==> config.mk <==
export PLATFORM = sky130hd
export DESIGN_NAME = grid_router_gcr_rx_flat
export DESIGN_NICKNAME = d
export VERILOG_FILES = /design/src/rtl/grid_router_gcr_rx_if.sv /design/src/rtl/grid_router_gcr_rx.sv /design/src/flat_wrapper.sv
export SDC_FILE = /design/constraint.sdc
export NUM_CORES = 1
export LEC_CHECK = 0
export CAP_MARGIN = 0
export CORE_UTILIZATION = 50
export CTS_BUF_LIST = sky130_fd_sc_hd__clkbuf_8
export DETAILED_ROUTE_END_ITERATION = 6
export PLACE_DENSITY = 0.71
export SETUP_SLACK_MARGIN = 0.02
export SLEW_MARGIN = 30
export SYNTH_ARGS = -nofsm -noshare
export SYNTH_HDL_FRONTEND = slang
export SYNTH_SLANG_ARGS = --single-unit
export TNS_END_PERCENT = 100
==> constraint.sdc <==
create_clock -name clk -period 6 [get_ports clk]
set_input_delay 0.6 -clock clk [delete_from_list [all_inputs] [get_ports clk]]
set_output_delay 0.6 -clock clk [all_outputs]
set_load 0.01 [all_outputs]
==> src/rtl/grid_router_gcr_rx_if.sv <==
// Link bundle between the serial GCR line / router input stage and the receive decoder.
// The master side drives the line strobe and the error-clear request; the slave is the decoder.
interface grid_router_gcr_rx_if;
   logic       bit_en;
   logic       din;
   logic       clr_err;
   logic       o_valid;
   logic [5:0] o_data;
   logic       o_sof;
   logic       o_cerr;
   logic       o_eof;
   logic       o_ferr;
   logic       o_active;
   logic [7:0] err_cnt;

   modport master (
      output bit_en, din, clr_err,
      input  o_valid, o_data, o_sof, o_cerr, o_eof, o_ferr, o_active, err_cnt
   );

   modport slave (
      input  bit_en, din, clr_err,
      output o_valid, o_data, o_sof, o_cerr, o_eof, o_ferr, o_active, err_cnt
   );
endinterface

==> src/rtl/grid_router_gcr_rx.sv <==
// Serial GCR receive decoder: aligns on the idle zero run, deserialises 8-bit symbols MSB first
// and decodes them to 6-bit values with code/framing error flags and a saturating error count.
module grid_router_gcr_rx #(
   parameter int ZRUN = 3
) (
   input logic clk,
   input logic rst,
   grid_router_gcr_rx_if.slave link
);

   localparam logic [1:0] ST_HUNT = 2'd0;
   localparam logic [1:0] ST_IDLE = 2'd1;
   localparam logic [1:0] ST_DATA = 2'd2;

   localparam logic [2:0] ZMAX  = 3'(ZRUN);
   localparam logic [3:0] ZMAX4 = 4'(ZRUN);

   localparam logic [7:0] CODES [64] = '{
      8'h96, 8'h97, 8'h9A, 8'h9B, 8'h9D, 8'h9E, 8'h9F, 8'hA6,
      8'hA7, 8'hAB, 8'hAC, 8'hAD, 8'hAE, 8'hAF, 8'hB2, 8'hB3,
      8'hB4, 8'hB5, 8'hB6, 8'hB7, 8'hB9, 8'hBA, 8'hBB, 8'hBC,
      8'hBD, 8'hBE, 8'hBF, 8'hCB, 8'hCD, 8'hCE, 8'hCF, 8'hD3,
      8'hD6, 8'hD7, 8'hD9, 8'hDA, 8'hDB, 8'hDC, 8'hDD, 8'hDE,
      8'hDF, 8'hE5, 8'hE6, 8'hE7, 8'hE9, 8'hEA, 8'hEB, 8'hEC,
      8'hED, 8'hEE, 8'hEF, 8'hF2, 8'hF3, 8'hF4, 8'hF5, 8'hF6,
      8'hF7, 8'hF9, 8'hFA, 8'hFB, 8'hFC, 8'hFD, 8'hFE, 8'hFF
   };

   logic [1:0] state;
   logic [2:0] zcnt;
   logic [3:0] bcnt;
   logic [7:0] shreg;
   logic       sof_pending;

   logic       o_valid_q;
   logic [5:0] o_data_q;
   logic       o_sof_q;
   logic       o_cerr_q;
   logic       o_eof_q;
   logic       o_ferr_q;
   logic [7:0] err_cnt_q;

   logic [2:0] zcnt_next;
   logic       zrun_hit;
   logic [7:0] sym_next;
   logic [3:0] bcnt_inc;
   logic       sym_done;
   logic       partial_ferr;
   logic       dec_legal;
   logic [5:0] dec_val;
   logic       err_event;

   always_comb begin
      zcnt_next = 3'd0;
      if (!link.din) begin
         zcnt_next = (zcnt == ZMAX) ? zcnt : zcnt + 3'd1;
      end
   end

   assign zrun_hit     = (zcnt_next == ZMAX);
   assign sym_next     = {shreg[6:0], link.din};
   assign bcnt_inc     = bcnt + 4'd1;
   assign sym_done     = (bcnt_inc == 4'd8);
   // Any bit count beyond the zero run itself means a 1 was part of the unfinished symbol.
   assign partial_ferr = (bcnt_inc > ZMAX4);

   always_comb begin
      dec_legal = 1'b0;
      dec_val   = 6'd0;
      for (int i = 0; i < 64; i++) begin
         if (sym_next == CODES[i]) begin
            dec_legal = 1'b1;
            dec_val   = 6'(i);
         end
      end
   end

   assign err_event = link.bit_en && (state == ST_DATA) &&
                      (zrun_hit ? partial_ferr : (sym_done && !dec_legal));

   always_ff @(posedge clk or posedge rst) begin
      if (rst) begin
         state       <= ST_HUNT;
         zcnt        <= 3'd0;
         bcnt        <= 4'd0;
         shreg       <= 8'd0;
         sof_pending <= 1'b0;
         o_valid_q   <= 1'b0;
         o_data_q    <= 6'd0;
         o_sof_q     <= 1'b0;
         o_cerr_q    <= 1'b0;
         o_eof_q     <= 1'b0;
         o_ferr_q    <= 1'b0;
      end else begin
         o_valid_q <= 1'b0;
         o_data_q  <= 6'd0;
         o_sof_q   <= 1'b0;
         o_cerr_q  <= 1'b0;
         o_eof_q   <= 1'b0;
         o_ferr_q  <= 1'b0;
         if (link.bit_en) begin
            zcnt  <= zcnt_next;
            shreg <= sym_next;
            case (state)
               ST_HUNT: begin
                  if (zrun_hit) begin
                     state <= ST_IDLE;
                  end
               end
               ST_IDLE: begin
                  if (link.din) begin
                     bcnt        <= 4'd1;
                     sof_pending <= 1'b1;
                     state       <= ST_DATA;
                  end
               end
               ST_DATA: begin
                  // End of frame wins over symbol completion so valid and eof never coincide.
                  if (zrun_hit) begin
                     o_eof_q  <= 1'b1;
                     o_ferr_q <= partial_ferr;
                     bcnt     <= 4'd0;
                     state    <= ST_IDLE;
                  end else if (sym_done) begin
                     o_valid_q   <= 1'b1;
                     o_sof_q     <= sof_pending;
                     o_cerr_q    <= !dec_legal;
                     o_data_q    <= dec_legal ? dec_val : 6'd0;
                     sof_pending <= 1'b0;
                     bcnt        <= 4'd0;
                  end else begin
                     bcnt <= bcnt_inc;
                  end
               end
               default: begin
                  state <= ST_HUNT;
               end
            endcase
         end
      end
   end

   always_ff @(posedge clk or posedge rst) begin
      if (rst) begin
         err_cnt_q <= 8'd0;
      end else if (link.clr_err) begin
         err_cnt_q <= 8'd0;
      end else if (err_event && (err_cnt_q != 8'hFF)) begin
         err_cnt_q <= err_cnt_q + 8'd1;
      end
   end

   assign link.o_valid  = o_valid_q;
   assign link.o_data   = o_data_q;
   assign link.o_sof    = o_sof_q;
   assign link.o_cerr   = o_cerr_q;
   assign link.o_eof    = o_eof_q;
   assign link.o_ferr   = o_ferr_q;
   assign link.o_active = (state == ST_DATA);
   assign link.err_cnt  = err_cnt_q;

endmodule

==> src/flat_wrapper.sv <==
// flat-port wrapper written by rule: the top's interface ports become plain ports
module grid_router_gcr_rx_flat 
#(
   parameter int ZRUN = 3
)
  (clk, rst, link_bit_en, link_din, link_clr_err, link_o_valid, link_o_data, link_o_sof, link_o_cerr, link_o_eof, link_o_ferr, link_o_active, link_err_cnt);
  grid_router_gcr_rx_if link_i ();
  input logic clk;
  input logic rst;
  input wire logic [$bits(link_i.bit_en)-1:0] link_bit_en;
  input wire logic [$bits(link_i.din)-1:0] link_din;
  input wire logic [$bits(link_i.clr_err)-1:0] link_clr_err;
  output wire logic [$bits(link_i.o_valid)-1:0] link_o_valid;
  output wire logic [$bits(link_i.o_data)-1:0] link_o_data;
  output wire logic [$bits(link_i.o_sof)-1:0] link_o_sof;
  output wire logic [$bits(link_i.o_cerr)-1:0] link_o_cerr;
  output wire logic [$bits(link_i.o_eof)-1:0] link_o_eof;
  output wire logic [$bits(link_i.o_ferr)-1:0] link_o_ferr;
  output wire logic [$bits(link_i.o_active)-1:0] link_o_active;
  output wire logic [$bits(link_i.err_cnt)-1:0] link_err_cnt;
  assign link_i.bit_en = link_bit_en;
  assign link_i.din = link_din;
  assign link_i.clr_err = link_clr_err;
  assign link_o_valid = link_i.o_valid;
  assign link_o_data = link_i.o_data;
  assign link_o_sof = link_i.o_sof;
  assign link_o_cerr = link_i.o_cerr;
  assign link_o_eof = link_i.o_eof;
  assign link_o_ferr = link_i.o_ferr;
  assign link_o_active = link_i.o_active;
  assign link_err_cnt = link_i.err_cnt;
  grid_router_gcr_rx #(.ZRUN(ZRUN)) u_core (.clk(clk), .rst(rst), .link(link_i));
endmodule
## After elaboration in Yosys (flattened, before gate mapping)

Index checks and enable logic that the tools add are counted.

| word-level totals | value |
|---|---|
| register bits | 36 |
| latch bits | 0 |
| memory bits (writable) | 0 |
| bits in read-only memories | 0 |
| input bits | 5 |
| logic and storage cells | 268 |
| memories kept | 0 |

| operators by class | value |
|---|---|
| add/sub/neg operators | 3 |
| multiply operators | 0 |
| divide/modulo/power cells | 0 |
| $lt $le $gt $ge | 1 |
| equal/unequal tests | 74 |
| shift-type cells | 0 |
| mux-type cells | 166 |
| bitwise gates (word level) | 0 |
| reductions and logical operators | 12 |

Operator list:

| operator | number |
|---|---|
| 8-bit equality test (second input constant) | 64 |
| 6-bit 2-to-1 mux | 37 |
| 1-bit 2-to-1 mux | 87 |
| 5-bit 2-to-1 mux | 16 |
| 4-bit 2-to-1 mux | 11 |
| 3-bit 2-to-1 mux | 6 |
| 8-bit 2-to-1 mux | 2 |
| 8-bit by 1-bit adder with 8-bit output (second input constant) | 1 |
| 2-bit 2-to-1 mux | 4 |
| 8-bit inequality test (second input constant) | 1 |
| 4-bit one-hot mux with 2 select lines | 1 |
| 3-bit by 2-bit equality test with 1-bit output (second input constant) | 2 |
| 3-bit AND reduction | 2 |
| 5-bit AND reduction | 1 |
| 4-bit by 1-bit adder with 4-bit output (second input constant) | 1 |
| 4-bit equality test (second input constant) | 1 |
| 4-bit by 2-bit greater-than comparator with 1-bit output (second input constant) | 1 |
| 1-bit logical AND | 4 |
| 2-bit by 1-bit inequality test with 1-bit output (second input constant) | 2 |
| 2-bit inequality test (second input constant) | 2 |
| 2-bit one-hot mux with 2 select lines | 1 |
| 2-bit nonzero test | 2 |
| 3-bit by 1-bit adder with 3-bit output (second input constant) | 1 |
| 2-bit by 1-bit equality test with 1-bit output (second input constant) | 1 |
| 5 further kinds | 5 |

## Longest topological paths before layout

Gate-level depths: netlist of the first run.

| depth | value |
|---|---|
| depth after elaboration | 72 |
| depth in mapped cells | 11 |
| mapped depth without buffers | 8 |

## Least setup slack after synthesis of the first run

OpenSTA, ideal clock, no wires.

| path | value |
|---|---|
| kind | input port to flip-flop |
| start point | in link_din |
| end point | reg u_core.err_cnt_q[6] (netlist: u_core.link.err_cnt[6]) |
| library setup time | 120 ps |
| arrival | 2686 ps |
| data required time | 5880 ps |
| path slack | 3194 ps |
| stages | 7 |
| buffers on the path | 0 |
| path through | and4b_1 -> a2111o_1 -> o211a_1 -> or3_4 -> o41a_1 -> or4_1 -> o211a_1 |

| on the way | value |
|---|---|
| cells in the longest elaborated chain, start to end | 71 |

Ends and longest elaborated chain:

| item | line | source |
|---|---|---|
| start, declared | flat_wrapper.sv:11 | `input wire logic [$bits(link_i.din)-1:0] link_din;` |
| 8-bit equality test | grid_router_gcr_rx.sv:71 | `if (sym_next == CODES[i]) begin` |
| 1-bit 2-to-1 mux (64 in a row) | grid_router_gcr_rx.sv:71 |  |
| 1-bit logical NOT | grid_router_gcr_rx.sv:79 | `(zrun_hit ? partial_ferr : (sym_done && !dec_legal));` |
| 1-bit logical AND | grid_router_gcr_rx.sv:79 |  |
| 1-bit 2-to-1 mux * | grid_router_gcr_rx.sv:79 |  |
| 1-bit logical AND * | grid_router_gcr_rx.sv:78 | `assign err_event = link.bit_en && (state == ST_DATA) &&` |
| 1-bit logical AND * | grid_router_gcr_rx.sv:148 | `end else if (err_event && (err_cnt_q != 8'hFF)) begin` |
| 2-bit nonzero test (no source line) * | -- |  |
| end signal, assigned | grid_router_gcr_rx.sv:149 | `err_cnt_q <= err_cnt_q + 8'd1;` |
| end, declared | grid_router_gcr_rx.sv:41 | `logic [7:0] err_cnt_q;` |

Every way passes the cells marked *; elsewhere a longest branch is shown, timed or not.
A chain may end at the register's enable or synchronous reset.

## Worst setup path after layout of the first run

Same ends and word-level chain as after synthesis.

==> summary.md, run 1 <==
| Metric | Value |
|---|---|
| Status | finished clean |
| CTS tree | done |
| Max cap viols | 0 |
| GRT Max-Usage Layer | met1 |
| Via count | 2,677 |
| WL final | approximately 6600 µm |
| Setup_tns | 0 ns |
| Row cnt | 26 |
| Antenna Cells | 0 |
| Syn nets | 351 |
| Routing usage on met3 | approximately 4.5% |
| Synth Flop Type | dfrtp_1 |
| Vias in the first global route | 2,224 |
| Cells resized by post-CTS repair | 0 |
| Top cells by area, synth | dfrtp_1 (33%), o21ai_0 (7.0%), a21oi_1 (4.6%) |
| Critical Path Sink Type | register |
| Max Clock Freq | 240 MHz |
| Final Setup Violations | 0 |
| Pleak | 0.00120 µW |
| Post-route ant nets | 0 |
| Inserted Clock Buffers | 5 |
| Synth Area per Inst | 7.93 µm² |
| Total track usage | between 20% and 30% |
| Clock latency at the later pin of the worst-skew pair | between 0.2 and 0.3 ns |
| Max_slew headroom | around two fifths |
| Mean routed wirelength per cell | between 15 and 20 µm |
| NumNets Final | approximately 360 |
| Slew @ Worst Pin | roughly 0.91 ns |
| PwrDens | 240 mW/mm² |
| Reg2reg path depth | 7 |
| TritonRoute pass-1 iters | 5 |
| Initial antenna violation count | 0 |
| Synth cell types | 60 |
| Crit path time final | 4.17 ns |
| GP Congestion | just over 0.9 |
| Post-synth EDFFs | 0 |
| Dpl hpwl | 4380 µm |
| Pin count of the biggest net entering global routing | 43 |
| Via/cell ratio | 6.36 |
| Drc violations | 0 |
| Hold EP | u_core.sof_pending$_DFFE_PP0P_ |
| Reg clk slew, reported paths | 0.08 ns |
| Area grow syn2layout | 12.1% |
| Filler cells | between 400 and 500 |
| Initial Util | about 53% |
| Met2 Use GR | a little over a third |
| Crit start category | input port |
| Core box area | 0.00517 mm² |
| Crit path arrival time | 4.35 ns |
| Flop2flop setup slack | 2.47 ns |
| GR Util met1 | 36.5% |
| Worst Min Path Start | u_core.sof_pending$_DFFE_PP0P_ |
| First-pass GRT wire length | between 10,000 and 15,000 µm |
| CTS Hold Bufs | 0 |
| Max VDD drop | 168 µV |
| Cell accounting for the most synthesized area | dfrtp_1 |
| Reg2reg end | u_core.link.err_cnt[6]$_DFFE_PP0P_ |
| Clk buf depth | 2 |
| Clock Sinks | 36 |
| Critical Path RT | ~6.2 ns |
| Post-CTS setup buffer count | 0 |
| Yosys warnings | 0 |
| Grt ovf | 0 |
| Share of layout cells above drive strength 1 | 5.41% |
| Clock Skew | 0.0103 ns |
| Post-synthesis register bit count | 36 |
| FF-to-FF Start | u_core.shreg[3]$_DFFE_PP0P_ |
| Root buffer cell | clkbuf_8 |
| Max-slew violations | 0 |
| Core Util, Final | slightly below 60% |
| Max H-tree Level | 2 |
| Part of the cycle the worst path needs | 69.5% |
| Critical path type | in -> reg |
| Post-Syn Area | 0.00272 mm² |
| Max FO, Critical Path | 26 |
| Port bufs | 24 |
| Full die area | between 0.005 and 0.006 mm² |
| Top Ports | 25 |
| Die X | between 70 and 80 µm |
| HP Class | reg -> reg |
| Seq/Total Area, Yosys | 33.1% |
| Cells after Synth | approximately 340 |
| Worst Hold Depth | 2 |
| RSZ-0062 raised after global routing | false |
| Hold Vio Cnt, Final | 0 |
| Asr flop ratio synth | 100% |
| Post-synth top area share | 33.1% |
| DRT iter0 DRCs | ~340 |
| Die H | 75.8 µm |
## cell usage after synthesis (5+ instances only)
cell type / count
nand4b_1: 7
nand3b_1: 6
and2_1: 5
o31ai_1: 6
nor2_1: 21
nand3_1: 9
nand2b_1: 9
buf_1: 5
nor3_1: 6
nand4_1: 6
o21ai_0: 38
or3_1: 6
inv_1: 12
dfrtp_1: 36
clkbuf_1: 17
nor2b_1: 8
buf_2: 6
o22ai_1: 7
nand2_1: 31
a21oi_1: 25
## per-layer routing
layer	share of wire, %	wire [µm]
met4	1.2	79
met3	6.6	438
met2	45	2960
met5	0	0
met1	47	3140
## worst max path at each step
stage / end / start / slack [ns]
2_1_floorplan: u_core.link.err_cnt[6]$_DFFE_PP0P_ / link_din / 3.19
3_3_place_gp: u_core.link.err_cnt[6]$_DFFE_PP0P_ / link_din / 1.69
3_5_place_dp: u_core.link.err_cnt[6]$_DFFE_PP0P_ / link_din / 1.62
4_1_cts: u_core.link.err_cnt[6]$_DFFE_PP0P_ / link_din / 1.88
5_1_grt: u_core.link.err_cnt[6]$_DFFE_PP0P_ / link_din / 1.68
6_report: u_core.link.err_cnt[6]$_DFFE_PP0P_ / link_din / 1.83
## layout by cell type (no fill, tap or decap), drive strengths merged, types with 4 or more instances in the layout
master | synthesis | routed
a211oi | 4 | 4
a21oi | 25 | 25
a31oi | 4 | 4
and2 | 5 | 5
and3 | 4 | 4
buf | 12 | 5
clkbuf | 17 | 5
clkdlybuf4s50 | 0 | 24
dfrtp | 36 | 36
inv | 12 | 14
mux2 | 4 | 4
nand2 | 31 | 31
nand2b | 9 | 9
nand3 | 9 | 9
nand3b | 6 | 6
nand4 | 6 | 6
nand4b | 7 | 7
nor2 | 21 | 21
nor2b | 8 | 8
nor3 | 6 | 6
o21ai | 38 | 38
o22ai | 7 | 7
o31ai | 6 | 6
or3 | 7 | 7
## state kept, by name, summed over array words and instances, names as in the netlist
name	flops
u_core.link.o_cerr	1
u_core.link.o_eof	1
u_core.shreg	7
u_core.zcnt	3
u_core.sof_pending	1
u_core.link.o_sof	1
u_core.state	2
u_core.link.o_valid	1
u_core.link.o_data	6
u_core.link.o_ferr	1
u_core.link.err_cnt	8
u_core.bcnt	4
## area by class of cell
type	instances	area, µm²	share of cell area, %
multi-input cells	266	1650	54.2
well taps	70	87.6	2.87
flip-flops and latches	36	901	29.5
inverters	12	45.0	1.48
clock inverters	3	16.3	0.533
repair buffers	29	278	9.11
clock buffers	5	68.8	2.26
## kinds of logic after synthesis
kind of cell / synth area share, %
xor+xnor: 0.966
simple gates: 29.2
mux: 2.39
compound gates: 26.9
flops: 33.1
buf+inv: 6.07
fa+ha+maj: 1.38
## power by group
group / leakage [µW] / switching (µW) / total, µW / internal, µW
Combinational: 0.000672 / 131 / 232 / 100
Sequential: 0.000482 / 58.2 / 330 / 272
Clock: 0.0000507 / 90.0 / 170 / 79.6
## critical path, stage by stage
cell	delay [ns]
clkdlybuf4s50_1	0.88
buf_4	0.44
and4b_1	0.22
a2111o_1	0.38
o211a_1	0.14
or3_4	0.39
o41a_1	0.60
or4_1	0.54
o211a_1	0.15
## metrics by stage
step                total power, µW  hold slack [ns]  cell area, µm²  worst slack, ns  std cells
floorplan                       509            0.455            2720             3.19        343
global placement                557            0.477            2970             1.69        413
detailed placement              562            0.481            2970             1.62        413
CTS                             731            0.501            3050             1.88        421
global route                    779            0.536            3050             1.68        421
finish                          731            0.497            3050             1.83        421
Note: power is estimated with default switching activity, not from simulation.
==> inputs of run 2 (changes only) <==
- clock period: 6 -> 4.3 ns (I/O delays scaled with it)
==> summary.md, run 2 (synthesized netlist as in run 1, its figures left out) <==
| Metric | Value |
|---|---|
| Status | finished clean |
| Reg clk slew, reported paths | 0.07 ns (about the same) |
| NetSw | 389 µW (+39%) |
| TritonRoute pass-1 iters | 6 (+1) |
| Most common cell after layout, fill and taps aside | o21ai_0 |
| Post-route cell area | 0.00308 mm² (+0.98%) |
| Via count | 2,713 (+1.3%) |
| Met2 Use GR | 33.8% (-1.7 points) |
| Core Util, Final | 59.6% (+0.58 points) |
| Pin count of the biggest net entering global routing | 43 (unchanged) |
| Max reg flops | 8 (unchanged) |
| Initial Util | 52.6% (unchanged) |
| Part of the cycle the worst path needs | 80.9% |
| Routing usage on met3 | 6.22% (+1.7 points) |
| CTS Hold Bufs | 0 (unchanged) |
| Clock latency at the later pin of the worst-skew pair | 0.28 ns (about the same) |
| Clk pwr share | 26.9% (+3.7 points) |
| Post-route ant nets | 0 (unchanged) |
| Vias in the first global route | 2,141 (-3.7%) |
| Top Family by Delay on Critical Path | compound AO/OA/AOI/OAI gates |
| Crit-path max cell delay | 0.83 ns (-0.05 ns) |
| Crit start category | register |
| RSZ-0062 raised after global routing | false |
| Full die area | 0.00574 mm² (unchanged) |
| Total track usage | 23.2% (-1.2 points) |
| Share of layout cells above drive strength 1 | 5.97% (+0.55 points) |
| Cells resized by post-CTS repair | 0 (unchanged) |
| Max_slew headroom | 45.9% (+6.6 points) |
| Switching Fraction | 36.1% (-2.1 points) |
| Cell Int Power | 689 µW (+52%) |
| Antenna Cells | 0 (unchanged) |
| GRT Max-Usage Layer | met1 |
| Port bufs | 24 (unchanged) |
| Clk buf depth | 2 (unchanged) |
| Row cnt | 26 (unchanged) |
| PwrDens | 350 mW/mm² (+46%) |
| Drc violations | 0 (unchanged) |
| Max cap viols | 0 (unchanged) |
| Mean routed wirelength per cell | 15.6 µm (-0.64%) |
| Max VDD drop | 302 µV (+79%) |
| GP Congestion | 1.01 (+8.4%) |
| Crit path arrival time | 3.66 ns (-0.69 ns) |
| Clock Sinks | 36 (unchanged) |
| Top Ports | 25 (unchanged) |
| Part of the power in registers | 44.7% (-0.5 points) |
| Root buffer cell | clkbuf_8 |
| Inserted Clock Buffers | 5 (unchanged) |
| HP Class | reg -> reg |
| Crit path time final | 3.48 ns |
| Crit path buffers/inverters | 1 (-1) |
| WL final | 6590 µm (-0.41%) |
| Combinational power share | 28.4% (-3.3 points) |
| Area grow syn2layout | 13.2% |
| Hold Vio Cnt, Final | 0 (unchanged) |
| Setup_tns | 0 ns (unchanged) |
| Clock Skew | 0.00492 ns (-0.00534 ns) |
| Critical path type | reg -> reg |
| Critical Path Sink Type | register |
| Slowest cell on crit path | dfrtp_1 |
| Initial antenna violation count | 0 (unchanged) |
| Area post-placement | 0.00297 mm² (+0.25%) |
| Max H-tree Level | 2 (unchanged) |
| Pleak | 0.00122 µW (+1.1%) |
| Max Clock Freq | 287 MHz |
| Max-slew violations | 0 (unchanged) |
| Core box area | 0.00517 mm² (unchanged) |
| Final Setup Violations | 0 (unchanged) |
| Dpl hpwl | 4370 µm (-0.13%) |
| Grt ovf | 0 (unchanged) |
| Die X | 75.8 µm (unchanged) |
| Filler cells | 464 (+3.1%) |
| Post-CTS setup buffer count | 0 (unchanged) |
| Die H | 75.8 µm (unchanged) |
| GR Util met1 | 34.1% (-2.4 points) |
| CTS tree | done |
| Critical path, cell by cell | buf_4 -> nor2b_1 -> a221o_1 -> a22oi_1 -> nand4_1 -> o41a_1 -> or4_1 -> o211a_1 |
| NumNets Final | 359 (+0.28%) |
| DRT iter0 DRCs | 343 (+1.8%) |
| Via/cell ratio | 6.43 (+1.1%) |
| Max FO, Critical Path | 26 (unchanged) |
| Critical Path RT | 4.48 ns (-1.70 ns) |
| First-pass GRT wire length | 10,300 µm (-4.4%) |
| Slew @ Worst Pin | 0.811 ns (-0.0956 ns) |
| Leading cell types in the layout, fill and taps excluded | o21ai_0 (38), dfrtp_1 (36), nand2_1 (31), a21oi_1 (25), clkdlybuf4s50_1 (24) |
-- run 2: cell count changes in the layout (fill, tap and decap cells not counted), sizes merged --
cell / before / now
buf: 5 / 6
inv: 14 / 13
bufinv: 0 / 1
-- run 2: stage by stage --
stage	setup slack, ns	power (µW)	std cells	hold WS, ns
floorplan	1.60	711	343	0.455
global placement	0.782	778	414	0.477
detailed placement	0.737	786	414	0.491
CTS	0.853	1080	422	0.508
global route	0.600	1140	422	0.545
finish	0.820	1080	422	0.520
-- run 2: area by class of cell --
class | count | area, µm² | share of cell area [%]
Clock buffer | 5 | 68.8 | 2.23
Inverter | 12 | 45.0 | 1.46
Tap cell | 70 | 87.6 | 2.84
Sequential cell | 36 | 901 | 29.2
Clock inverter | 3 | 38.8 | 1.26
Multi-Input combinational cell | 266 | 1650 | 53.7
Timing Repair Buffer | 30 | 285 | 9.26
-- run 2: worst register-to-register path: stages, from the launching register on --
cell and delay (ns):
dfrtp_1 0.83, buf_4 0.36, nor2b_1 0.09, a221o_1 0.36, a22oi_1 0.22, nand4_1 0.19, o41a_1 0.65, or4_1 0.54
o211a_1 0.14
-- run 2: path summary, 6_finish.rpt --
path | startpoint | endpoint | slack [ns] | depth (start not counted)
max | u_core.shreg[2]$_DFFE_PP0P_ | u_core.link.err_cnt[6]$_DFFE_PP0P_ | 0.82 | 8
max reg2reg | u_core.shreg[2]$_DFFE_PP0P_ | u_core.link.err_cnt[6]$_DFFE_PP0P_ | 0.82 | 8
min reg2reg | u_core.sof_pending$_DFFE_PP0P_ | u_core.sof_pending$_DFFE_PP0P_ | 0.52 | 2
min | u_core.sof_pending$_DFFE_PP0P_ | u_core.sof_pending$_DFFE_PP0P_ | 0.52 | 2
min in group asynchronous | rst | u_core.link.err_cnt[2]$_DFFE_PP0P_ | 0.55 | 3
max in group asynchronous | rst | u_core.state[0]$_DFFE_PP0P_ | 3.44 | 3
-- run 2: power by group through the flow --
stage	clock [µW]	sequential (µW)	combinational, µW
floorplan	0	415	296
global placement	0	483	295
detailed placement	0	485	301
CTS	296	479	303
global route	308	492	337
finish	289	482	307
-- run 2: layer usage --
metal | vias to the layer above | share of wire (%)
li1 | 1290 | -
met4 | 0 | 0.82
met2 | 135 | 45
met5 | - | 0
met1 | 1279 | 46
met3 | 9 | 8.5
==> inputs of run 3 (changes only) <==
- PLACE_DENSITY: 0.71 -> 0.74
- clock period: 4.3 -> 3.1 ns (I/O delays scaled with it)
==> summary.md, run 3 (synthesized netlist as in run 1, its figures left out) <==
| Metric | Value |
|---|---|
| Filler cells | 431 (-7.1%) |
| GP Congestion | 0.930 (-8.1%) |
| WL final | 7410 µm (+12%) |
| Critical Path RT | 3.28 ns (-1.20 ns) |
| Crit path arrival time | 3.12 ns (-0.54 ns) |
| Port bufs | 24 (unchanged) |
| Die X | 75.8 µm (unchanged) |
| Setup_tns | 0 ns (unchanged) |
| Max_slew headroom | 68.4% (+22 points) |
| Max VDD drop | 439 µV (+45%) |
| PwrDens | 514 mW/mm² (+47%) |
| Most common cell after layout, fill and taps aside | buf_4 |
| Share of layout cells above drive strength 1 | 15.0% (+9.1 points) |
| Pleak | 0.00140 µW (+15%) |
| TritonRoute pass-1 iters | 7 (+1) |
| Final Setup Violations | 0 (unchanged) |
| Clk buf depth | 2 (unchanged) |
| Total track usage | 28.1% (+4.9 points) |
| Via count | 2,850 (+5.0%) |
| Post-route ant nets | 0 (unchanged) |
| Max reg flops | 8 (unchanged) |
| Hold_ws | 0.445 ns (-0.0752 ns) |
| Critical path type | reg -> reg |
| Clock Sinks | 36 (unchanged) |
| Setup ws final | 0.159 ns (-0.662 ns) |
| Crit path time final | 2.94 ns (-0.538 ns) |
| NumNets Final | 393 (+9.5%) |
| Initial Util | 52.6% (unchanged) |
| Clock Skew | 0.00903 ns (+0.00411 ns) |
| Grt ovf | 0 (unchanged) |
| Mean routed wirelength per cell | 16.2 µm (+4.0%) |
| Slew @ Worst Pin | 0.471 ns (-0.340 ns) |
| Max-slew violations | 0 (unchanged) |
| Max H-tree Level | 2 (unchanged) |
| Max cap viols | 0 (unchanged) |
| Leading cell types in the layout, fill and taps excluded | buf_4 (39), o21ai_0 (38), dfrtp_1 (34), nand2_1 (31), a21oi_1 (25) |
| Pin count of the biggest net entering global routing | 39 (-9.3%) |
| Antenna Cells | 0 (unchanged) |
| Critical Path Sink Type | register |
| Core box area | 0.00517 mm² (unchanged) |
| Top Ports | 25 (unchanged) |
| Inserted Clock Buffers | 5 (unchanged) |
| Clock latency at the later pin of the worst-skew pair | 0.29 ns (about the same) |
| Via/cell ratio | 6.25 (-2.8%) |
| Reg2reg path depth | 7 (-1) |
| Part of the cycle the worst path needs | 94.9% (+14 points) |
| Drc violations | 0 (unchanged) |
| RSZ-0062 raised after global routing | false |
| CTS tree | done |
| First-pass GRT wire length | 12,300 µm (+20%) |
| Initial antenna violation count | 0 (unchanged) |
| Row cnt | 26 (unchanged) |
| Max FO, Critical Path | 12 (-54%) |
| Dpl hpwl | 5280 µm (+21%) |
| Setup WS pre-CTS | -0.0441 ns (-0.781 ns) |
| Vias in the first global route | 2,593 (+21%) |
| DRT iter0 DRCs | 285 (-17%) |
| Root buffer cell | clkbuf_8 |
| Area grow syn2layout | 25.1% |
| Hold Vio Cnt, Final | 0 (unchanged) |
| HP Class | in -> async |
| Status | finished clean |
| Die H | 75.8 µm (unchanged) |
| Reg clk slew, reported paths | 0.08 ns (about the same) |
| Crit start category | register |
| Full die area | 0.00574 mm² (unchanged) |
| Max Clock Freq | 340 MHz (+18%) |
[run 3: per-layer routing]
metal  global-route usage [%]  vias to the layer above  part of all wire [%]
met5                        0                        -                     0
met1                     39.5                     1345                    45
met4                     7.41                        0                   1.4
li1                         -                     1357                     -
met3                     5.42                       12                   7.0
met2                     44.1                      136                    46
[run 3: cell type report]
class,instances,area (µm²),area share [%]
inverter,12,45.0,1.32
sequential,36,903,26.6
clock buffer,5,68.8,2.02
tap,70,87.6,2.57
timing repair buffer,64,553,16.3
multi-input combinational,266,1650,48.6
clock inverter,3,90.1,2.65
[run 3: metrics by stage]
step           area, µm²  utilization [%]  instances  power, µW
2_1_floorplan       2720                -        343        986
3_3_place_gp        3240             62.7        448       1150
3_5_place_dp        3240             62.7        448       1160
4_1_cts             3400             65.7        456       1750
5_1_grt             3400             65.8        456       1850
6_report            3400             65.8        456       1750
[run 3: power breakdown]
group | switching [µW] | leakage [µW] | total, µW | internal, µW
registers | 96.3 | 0.000479 | 625 | 528
logic | 300 | 0.000843 | 549 | 249
clock network | 172 | 0.0000784 | 574 | 402
[run 3: critical path: stages (launching register included)]
cell,delay (ns)
dfrtp_1,0.59
nand2b_1,0.30
nor3_1,0.12
a211o_1,0.27
or3_4,0.39
o41a_1,0.51
or4_1,0.50
o211a_1,0.14
[run 3: path summary, 6_finish.rpt]
path | from | to | slack [ns]
max reg2reg | u_core.shreg[1]$_DFFE_PP0P_ | u_core.link.err_cnt[6]$_DFFE_PP0P_ | 0.16
max | u_core.shreg[1]$_DFFE_PP0P_ | u_core.link.err_cnt[6]$_DFFE_PP0P_ | 0.16
max in group asynchronous | rst | u_core.shreg[3]$_DFFE_PP0P_ | 2.32
min in group clk | u_core.sof_pending$_DFFE_PP0P_ | u_core.sof_pending$_DFFE_PP0P_ | 0.51
min reg2reg | u_core.sof_pending$_DFFE_PP0P_ | u_core.sof_pending$_DFFE_PP0P_ | 0.51
min | rst | u_core.link.err_cnt[1]$_DFFE_PP0P_ | 0.44
[run 3: repair_timing]
item / CTS / global route
buffers inserted: 0 / 0
endpoints found under the setup margin: 0 / 6
hold buffers: 0 / 0
resized for setup: 0 / 2
